**src/rtl/ctrl_pkg.sv**
```systemverilog
// ctrl_pkg: shared encodings for the multi-cycle RV32I control FSM.
package ctrl_pkg;
    typedef enum logic [2:0] {S_FETCH, S_DECODE, S_EXEC, S_MEM, S_WB, S_TRAP} state_e;
    typedef enum logic [3:0] {
        CLS_R, CLS_I, CLS_LOAD, CLS_STORE, CLS_BR, CLS_JAL, CLS_JALR, CLS_LUI, CLS_AUIPC
    } cls_e;
    localparam logic [6:0] OP_R     = 7'b0110011;
    localparam logic [6:0] OP_I     = 7'b0010011;
    localparam logic [6:0] OP_LOAD  = 7'b0000011;
    localparam logic [6:0] OP_STORE = 7'b0100011;
    localparam logic [6:0] OP_BR    = 7'b1100011;
    localparam logic [6:0] OP_JAL   = 7'b1101111;
    localparam logic [6:0] OP_JALR  = 7'b1100111;
    localparam logic [6:0] OP_LUI   = 7'b0110111;
    localparam logic [6:0] OP_AUIPC = 7'b0010111;
    localparam logic [1:0] WB_ALU = 2'd0, WB_LOAD = 2'd1, WB_PC4 = 2'd2;
    localparam logic [1:0] PC_PLUS4 = 2'd0, PC_TARGET = 2'd1, PC_JALR = 2'd2;
    localparam logic [1:0] FAULT_NONE = 2'd0, FAULT_ILLEGAL = 2'd1, FAULT_IMEM = 2'd2, FAULT_DMEM = 2'd3;
endpackage

```
**src/rtl/opcode_class.sv**
```systemverilog
// opcode_class: combinational RV32I opcode classifier with illegal-opcode flag.
module opcode_class
    import ctrl_pkg::*;
(
    input  logic [6:0] opcode,
    output cls_e       cls,
    output logic       illegal
);
    always_comb begin
        cls = CLS_R;
        illegal = 1'b0;
        case (opcode)
            OP_R:     cls = CLS_R;
            OP_I:     cls = CLS_I;
            OP_LOAD:  cls = CLS_LOAD;
            OP_STORE: cls = CLS_STORE;
            OP_BR:    cls = CLS_BR;
            OP_JAL:   cls = CLS_JAL;
            OP_JALR:  cls = CLS_JALR;
            OP_LUI:   cls = CLS_LUI;
            OP_AUIPC: cls = CLS_AUIPC;
            default:  illegal = 1'b1;
        endcase
    end
endmodule

```
**src/rtl/multicycle_ctrl.sv**
```systemverilog
// multicycle_ctrl: fetch/decode/exec/mem/wb sequencer for the multi-cycle RV32I core.
// Strobes decode from the state register; ready-driven strobes are Mealy.
module multicycle_ctrl
    import ctrl_pkg::*;
#(
    parameter int unsigned WAIT_MAX = 255,
    parameter int unsigned CNT_W    = 32
) (
    input  logic             clk,
    input  logic             rst_n,
    input  logic [6:0]       opcode,
    input  logic [4:0]       rd,
    input  logic             branch_taken,
    input  logic             imem_ready,
    input  logic             dmem_ready,
    output logic             imem_req,
    output logic             ir_load,
    output logic             dmem_req,
    output logic             dmem_we,
    output logic             alu_a_pc,
    output logic             alu_b_imm,
    output logic [1:0]       wb_sel,
    output logic             regwrite,
    output logic             pc_en,
    output logic [1:0]       pc_sel,
    output logic [1:0]       fault,
    output logic [CNT_W-1:0] instret
);
    state_e           state_q, state_d;
    cls_e             cls_q, cls_d, dec_cls;
    logic             dec_illegal, retire, timeout;
    logic [15:0]      wait_q, wait_d;
    logic [1:0]       fault_q, fault_d;
    logic [CNT_W-1:0] instret_q, instret_d;

    opcode_class u_cls (.opcode(opcode), .cls(dec_cls), .illegal(dec_illegal));

    // ready arriving in the WAIT_MAX-th waiting cycle still wins
    assign timeout = wait_q == 16'(WAIT_MAX - 1);
    assign fault   = fault_q;
    assign instret = instret_q;

    always_comb begin
        state_d = state_q;
        cls_d = cls_q;
        fault_d = fault_q;
        retire = 1'b0;
        imem_req = 1'b0;
        ir_load = 1'b0;
        dmem_req = 1'b0;
        dmem_we = 1'b0;
        alu_a_pc = 1'b0;
        alu_b_imm = 1'b0;
        wb_sel = WB_ALU;
        regwrite = 1'b0;
        pc_en = 1'b0;
        pc_sel = PC_PLUS4;
        case (state_q)
            S_FETCH: begin
                imem_req = rst_n;
                ir_load = rst_n & imem_ready;
                state_d = imem_ready ? S_DECODE : timeout ? S_TRAP : S_FETCH;
                fault_d = (!imem_ready && timeout) ? FAULT_IMEM : fault_q;
            end
            S_DECODE: begin
                cls_d = dec_cls;
                state_d = dec_illegal ? S_TRAP : S_EXEC;
                fault_d = dec_illegal ? FAULT_ILLEGAL : fault_q;
            end
            S_EXEC: begin
                alu_a_pc = cls_q inside {CLS_BR, CLS_JAL, CLS_AUIPC};
                alu_b_imm = cls_q != CLS_R;
                pc_en = cls_q == CLS_BR;
                pc_sel = (cls_q == CLS_BR && branch_taken) ? PC_TARGET : PC_PLUS4;
                retire = cls_q == CLS_BR;
                state_d = (cls_q inside {CLS_LOAD, CLS_STORE}) ? S_MEM : cls_q == CLS_BR ? S_FETCH : S_WB;
            end
            S_MEM: begin
                dmem_req = 1'b1;
                dmem_we = cls_q == CLS_STORE;
                pc_en = dmem_we & dmem_ready;
                retire = dmem_we & dmem_ready;
                state_d = dmem_ready ? (dmem_we ? S_FETCH : S_WB) : timeout ? S_TRAP : S_MEM;
                fault_d = (!dmem_ready && timeout) ? FAULT_DMEM : fault_q;
            end
            S_WB: begin
                regwrite = rd != 5'd0;
                wb_sel = cls_q == CLS_LOAD ? WB_LOAD : (cls_q inside {CLS_JAL, CLS_JALR}) ? WB_PC4 : WB_ALU;
                pc_en = 1'b1;
                pc_sel = cls_q == CLS_JAL ? PC_TARGET : cls_q == CLS_JALR ? PC_JALR : PC_PLUS4;
                retire = 1'b1;
                state_d = S_FETCH;
            end
            default: ;
        endcase
        instret_d = instret_q + CNT_W'(retire);
        wait_d = (state_d == state_q && state_q != S_TRAP) ? wait_q + 16'd1 : 16'd0;
    end

    always_ff @(posedge clk or negedge rst_n) begin
        if (!rst_n) begin
            state_q <= S_FETCH;
            cls_q <= CLS_R;
            wait_q <= '0;
            fault_q <= FAULT_NONE;
            instret_q <= '0;
        end else begin
            state_q <= state_d;
            cls_q <= cls_d;
            wait_q <= wait_d;
            fault_q <= fault_d;
            instret_q <= instret_d;
        end
    end
endmodule

```
**config.mk**
```make
export PLATFORM = sky130hd
export DESIGN_NAME = multicycle_ctrl
export DESIGN_NICKNAME = d
export VERILOG_FILES = /design/src/rtl/ctrl_pkg.sv /design/src/rtl/opcode_class.sv /design/src/rtl/multicycle_ctrl.sv
export SDC_FILE = /design/constraint.sdc
export NUM_CORES = 1
export LEC_CHECK = 0
export BUFFER_PORTS_ARGS = -buffer_cell sky130_fd_sc_hd__buf_2
export CAP_MARGIN = 25
export CELL_PAD_IN_SITES_DETAIL_PLACEMENT = 1
export CELL_PAD_IN_SITES_GLOBAL_PLACEMENT = 2
export CORE_ASPECT_RATIO = 0.5
export CORE_UTILIZATION = 34
export CTS_CLUSTER_SIZE = 8
export DETAILED_ROUTE_END_ITERATION = 7
export PLACE_DENSITY_LB_ADDON = 0.1
export SLEW_MARGIN = 20
export SYNTH_ARGS = -nofsm -noshare
export SYNTH_HDL_FRONTEND = slang
export SYNTH_HIERARCHICAL = 1
export SYNTH_SLANG_ARGS = --single-unit
```
**constraint.sdc**
```tcl
create_clock -name clk -period 3 [get_ports clk]
set_input_delay 0 -clock clk [delete_from_list [all_inputs] [get_ports clk]]
set_output_delay 0 -clock clk [all_outputs]
set_load 0.02 [all_outputs]
```
; ---- Word-level counts from Yosys, hierarchy flattened
; Index checks and enable logic that the tools add are counted.
[word_totals]
elab_cells = 79
input_bits = 17
reg_bits = 57
out_inout_bits = 46
[classes]
add_sub_neg = 2
eq_ne = 25
n_reduce_logical = 15
bitwise = 2
mux = 30
[ops]
columns = cell, n
row1 = $add A32 B1 Y32, 1
row2 = $pmux W4 S8, 1
row3 = $mux W3, 8
row4 = $eq A7 B6 Y1 const B, 3
row5 = $eq A7 B7 Y1 const B, 3
row6 = $add A16 B1 Y16 const B, 1
row7 = $eq A16 B8 Y1 const B, 1
row8 = $mux W16, 1
row9 = $mux W2, 8
row10 = $pmux W3 S5, 1
row11 = $eq A7 B5 Y1 const B, 2
row12 = $eq A4 B3 Y1 const B, 3
row13 = $reduce_or A9 Y1, 1
row14 = $eq A4 B2 Y1 const B, 2
row15 = $mux W1, 8
row16 = $eq A7 B2 Y1 const B, 1
row17 = $eq A3 B2 Y1 const B, 2
row18 = $ne A2 B2 Y1 const B, 3
row19 = $pmux W2 S3, 1
row20 = $reduce_bool A3 Y1, 2
row21 = $reduce_bool A5 Y1, 1
row22 = $eq A4 B4 Y1 const B, 1
row23 = $logic_and A1 B1 Y1, 4
row24 = $pmux W2 S2, 1
row25 = 11 further kinds, 14

; ---- Depth between registers and ports, before layout
[logic_depth]
ltp_word = 7
depth_mapped = 12
mapped_depth_nobuf = 11

; ---- Modules after synthesis
; Netlist, hierarchy kept.
[by_module_without_submodules]
columns = module, cells_each, seq_area_each_um2, area_per_inst_um2, instances
row1 = multicycle_ctrl, 287, 1426.4, 2951.6, 1
row2 = opcode_class, 25, 0.0, 165.2, 1

; ---- Least setup slack after synthesis
; Ideal clock, no wire load.
[synth_timing]
path_kind = register to register
startpoint = register state_q[0]
endpoint = register instret_q[26] (netlist: instret[26])
setup_time_ns = 0.130
synth_period_minus_slack_ns = 3.120
path_buffers = 2
t_arrival_ns = 2.990
path_stages_with_launch = 13
setup_slack_ns = -0.120
t_required_ns = 2.870
cell_sequence = dfrtp_1 > clkbuf_1 > clkbuf_1 > nor4_1 > a41oi_1 > o21ai_0 > ha_1 > ha_1 > and3_1 > and2_1 > nor4b_2 > nand2_1 > xnor2_1
[synth_via]
elab_chain_cells = 3
elab_cells_between_ends = 5
[synth_lines]
columns = element, line_no
row1 = "start, declared", multicycle_ctrl.sv:29  ; state_e state_q, state_d;
row2 = "start signal, assigned", multicycle_ctrl.sv:108  ; state_q <= state_d;
row3 = $eq A3 B3 Y1 / $eq A3 B2 Y1 (equally long branches), n/a
row4 = $pmux W1 S3 *, n/a
row5 = via pc_en, multicycle_ctrl.sv:24  ; output logic pc_en,
row6 = $add A32 B1 Y32 *, multicycle_ctrl.sv:96  ; instret_d = instret_q + CNT_W'(retire);
row7 = via instret_d[26], multicycle_ctrl.sv:34  ; logic [CNT_W-1:0] instret_q, instret_d;
row8 = "end signal, assigned", multicycle_ctrl.sv:112  ; instret_q <= instret_d;
row9 = "end, declared", multicycle_ctrl.sv:34
; Mark *: on every way through the listed nets, which the timed path passes. The rest lies on a longest branch.
; A chain may end at the register's enable or synchronous reset.

; ---- Worst setup path after layout
[layout_timing]
startpoint = register cls_q[3]
endpoint = register instret_q[17] (netlist: instret[17])
[layout_via]
elab_chain_cells = 4
elab_cells_between_ends = 5
[layout_lines]
columns = element, line_no
row1 = "start, declared", multicycle_ctrl.sv:30  ; cls_e cls_q, cls_d, dec_cls;
row2 = "start signal, assigned", multicycle_ctrl.sv:109  ; cls_q <= cls_d;
row3 = $eq A4 B2 Y1, multicycle_ctrl.sv:80  ; dmem_we = cls_q == CLS_STORE;
row4 = $and A1 B1 Y1, multicycle_ctrl.sv:82  ; retire = dmem_we & dmem_ready;
row5 = $pmux W1 S3 *, multicycle_ctrl.sv:58  ; case (state_q)
row6 = $add A32 B1 Y32 *, multicycle_ctrl.sv:96
row7 = via instret_d[17], multicycle_ctrl.sv:34
; Marks and branches as above.

==> metrics <==
r2r setup slk 0.31 ns; Hold Crit Class input port to register; crit path kind register to register; I/O Pins 63; router iterations before antenna repair 4; P&R area growth vs syn 25.1%; final hold vios 0; Worst Path Required 3.22 ns; min-delay src opcode[3]; FF-to-FF End instret[17]; Clock Skew 0.00767 ns; P_sw 0.404 mW; Core Region 8800 sq um; FP Rows 24; post-synthesis cell count 312; CTS buffer count 9; Congestion Overflow GR 0; ant diodes 0; Worst slew margin 0.502; post-synth net total 333; Post-synth EDFFs 0; Worst Hold End cls_q[1]; FF+latch count, synth 57; commonest non-fill, non-tap cell in the layout buf_2; combinational cell fraction of total power 0.036; Crit. End Element register; post-route ant nets 0; Via density 5.11; clock-pin slew on the worst setup and hold paths 0.05 ns; port bufs 62; deepest clock path buffer count 2; Worst setup SP type register; Die Wd 137 microns; most frequent cells in the layout buf_2 (62), dfrtp_1 (57), nand2_1 (36), xnor2_1 (31), nor2_1 (26); synthesized area 3120 sq um; Worst R2R Start cls_q[3]; GPL Wtd Cong 0.831; Final Slew Violations 0; switching share of power 0.217; Root Buffer clkbuf_16; internal power 1.46 mW; Post-CTS Setup Inserts 0; Max Fanout on Critical Path 6; worst reg-to-reg path cell count 10; GRT Total Usage 0.183; unrepaired setup endpoints after global routing false; VDD IR-drop max 0.283 mV; Leak 1.84 nW; clock latency on the worst-skew pair 0.33 ns; sequential share of the synthesized area 0.458; Top FF cell, synth dfrtp_1; final setup fails 0; Vias 2588; sequential group share of total power 0.416; Die ar. 9580 sq um; drt total wl 7.98 mm; Max Fclk 372 MHz; pwr dens 477 nW/um^2; Worst Hold Slack 0.0326 ns; Post-synth ARST share 1.00; status finished clean; CP arrival 2.91 ns; hold depth 4; yosys warns 6; final net count 405; Unique masters post-synth 59; max_cap viols 0; drt drc 0; largest net degree at the start of global routing 58; vias in the first global route 2730; Setup TNS 0 ns; Die Y 69.7 microns; initial antenna violation count 0; Final period util 0.896; CTS tree built; Initial Util 0.354; WL/cell 15.8 microns; number of H-tree levels 3; first-pass GRT wire length 13.3 mm; fraction of layout cells with a size suffix above 1 0.267; drt first-iter violations 98; Clk pwr share 0.548; Worst Tran Pin Value 0.747 ns; post-detail-place hpwl 5.87 mm; CTS sink cnt 57; syn_area_per_cell 9.99 sq um; minimum clock period 2.69 ns
==> critical path, cell delays in order (launching register included) <==
cell and delay, ns:
dfrtp_1 0.42, nand2b_1 0.24, nor4_1 0.20, a41oi_1 0.07, o21ai_1 0.20, ha_1 0.23, and4_1 0.31, nand2_1 0.20
nor2_1 0.38, nand4_1 0.17, xnor2_1 0.15
==> per-layer routing <==
metal | vias up | GRT usage | part of all wire
met5 | - | 0 | 0
met4 | 0 | 0.0513 | 0.010
met3 | 9 | 0.0621 | 0.049
met2 | 65 | 0.292 | 0.46
met1 | 1269 | 0.233 | 0.48
li1 | 1245 | - | -
==> kinds of logic after synthesis <==
group,share of synthesized area
and+or+nand+nor,0.289
DFF,0.458
xor gates and xnor gates,0.129
AOI/OAI and AO/OA,0.0803
buffers and inverters,0.0245
adders and majority gates,0.0161
muxes,0.00321
==> Yosys cell counts (2+ instances only) <==
cell       n  area [sq um]
xor2_1    15           131
o31ai_1    2          15.0
o21ai_0    7          35.0
xnor2_1   31           272
nand3b_1   3          22.5
nand3_1   15          75.1
nor4b_1    2          17.5
nor2b_1    4          25.0
a21oi_1    6          30.0
nor3b_1    3          22.5
nor3_2     3          30.0
and2_1     3          18.8
clkbuf_1   5          18.8
nand2_1   36           135
nor4_1     4          25.0
nand4_1    9          56.3
nor3_1    15          75.1
a211oi_1   2          15.0
a31oi_1    2          12.5
and4_1     6          52.6
nor4_4     2          42.5
ha_1       4          50.1
and3_1     8          50.1
nor2_1    26          97.6
inv_1      7          26.3
and3_2     2          15.0
nand2b_1   2          12.5
dfrtp_1   57          1430
==> power by group through the flow <==
stage	Sequential [mW]	Combinational, mW	Clock (mW)
final	0.774	0.0661	1.02
after global routing	0.774	0.0746	1.08
after CTS	0.774	0.0679	1.05
after detailed placement	0.787	0.0667	0
after global placement	0.787	0.0634	0
after floorplan	0.789	0.0239	0
==> state kept, by name, indices dropped and copies added, names as in the netlist <==
name / cells
cls_q: 4
fault: 2
instret: 32
state_q: 3
wait_q: 16
==> final cells by class <==
class / count / area [sq um]
inverters: 8 / 30.0
well taps: 117 / 146
clock inverters: 5 / 55.1
fillers: 1021 / 4900
clock buffers: 11 / 243
multi-input cells: 238 / 1620
repair buffers: 70 / 373
flip-flops and latches: 57 / 1430
==> how the worst max path moves through the flow <==
| stage | startpoint | endpoint | slack (ns) | cells past startpoint |
|---|---|---|---|---|
| after floorplan | state_q[0] | instret[26] | 0.09 | 12 |
| after global placement | cls_q[3] | instret[26] | 0.29 | 11 |
| after detailed placement | cls_q[3] | instret[28] | 0.15 | 11 |
| after CTS | cls_q[3] | instret[28] | 0.15 | 11 |
| after global routing | cls_q[3] | instret[27] | 0.05 | 10 |
| final | cls_q[3] | instret[17] | 0.31 | 10 |
==> stage by stage <==
stage | utilization | area [sq um] | power [mW] | cells | setup WS, ns
finish | 0.443 | 3900 | 1.86 | 506 | 0.311
global route | 0.443 | 3900 | 1.93 | 506 | 0.0549
CTS | 0.442 | 3890 | 1.90 | 506 | 0.149
detailed placement | 0.407 | 3580 | 0.854 | 489 | 0.153
global placement | 0.407 | 3580 | 0.850 | 489 | 0.288
floorplan | - | 3120 | 0.812 | 312 | 0.0880
==> what timing repair did <==
action                                  in CTS  in global routing
gates resized for setup                      0                  2
hold endpoints to repair                    57                  0
endpoints found under the setup margin       0                  4
hold buffers                                 1                  0
(Power assumes the default switching activity.)
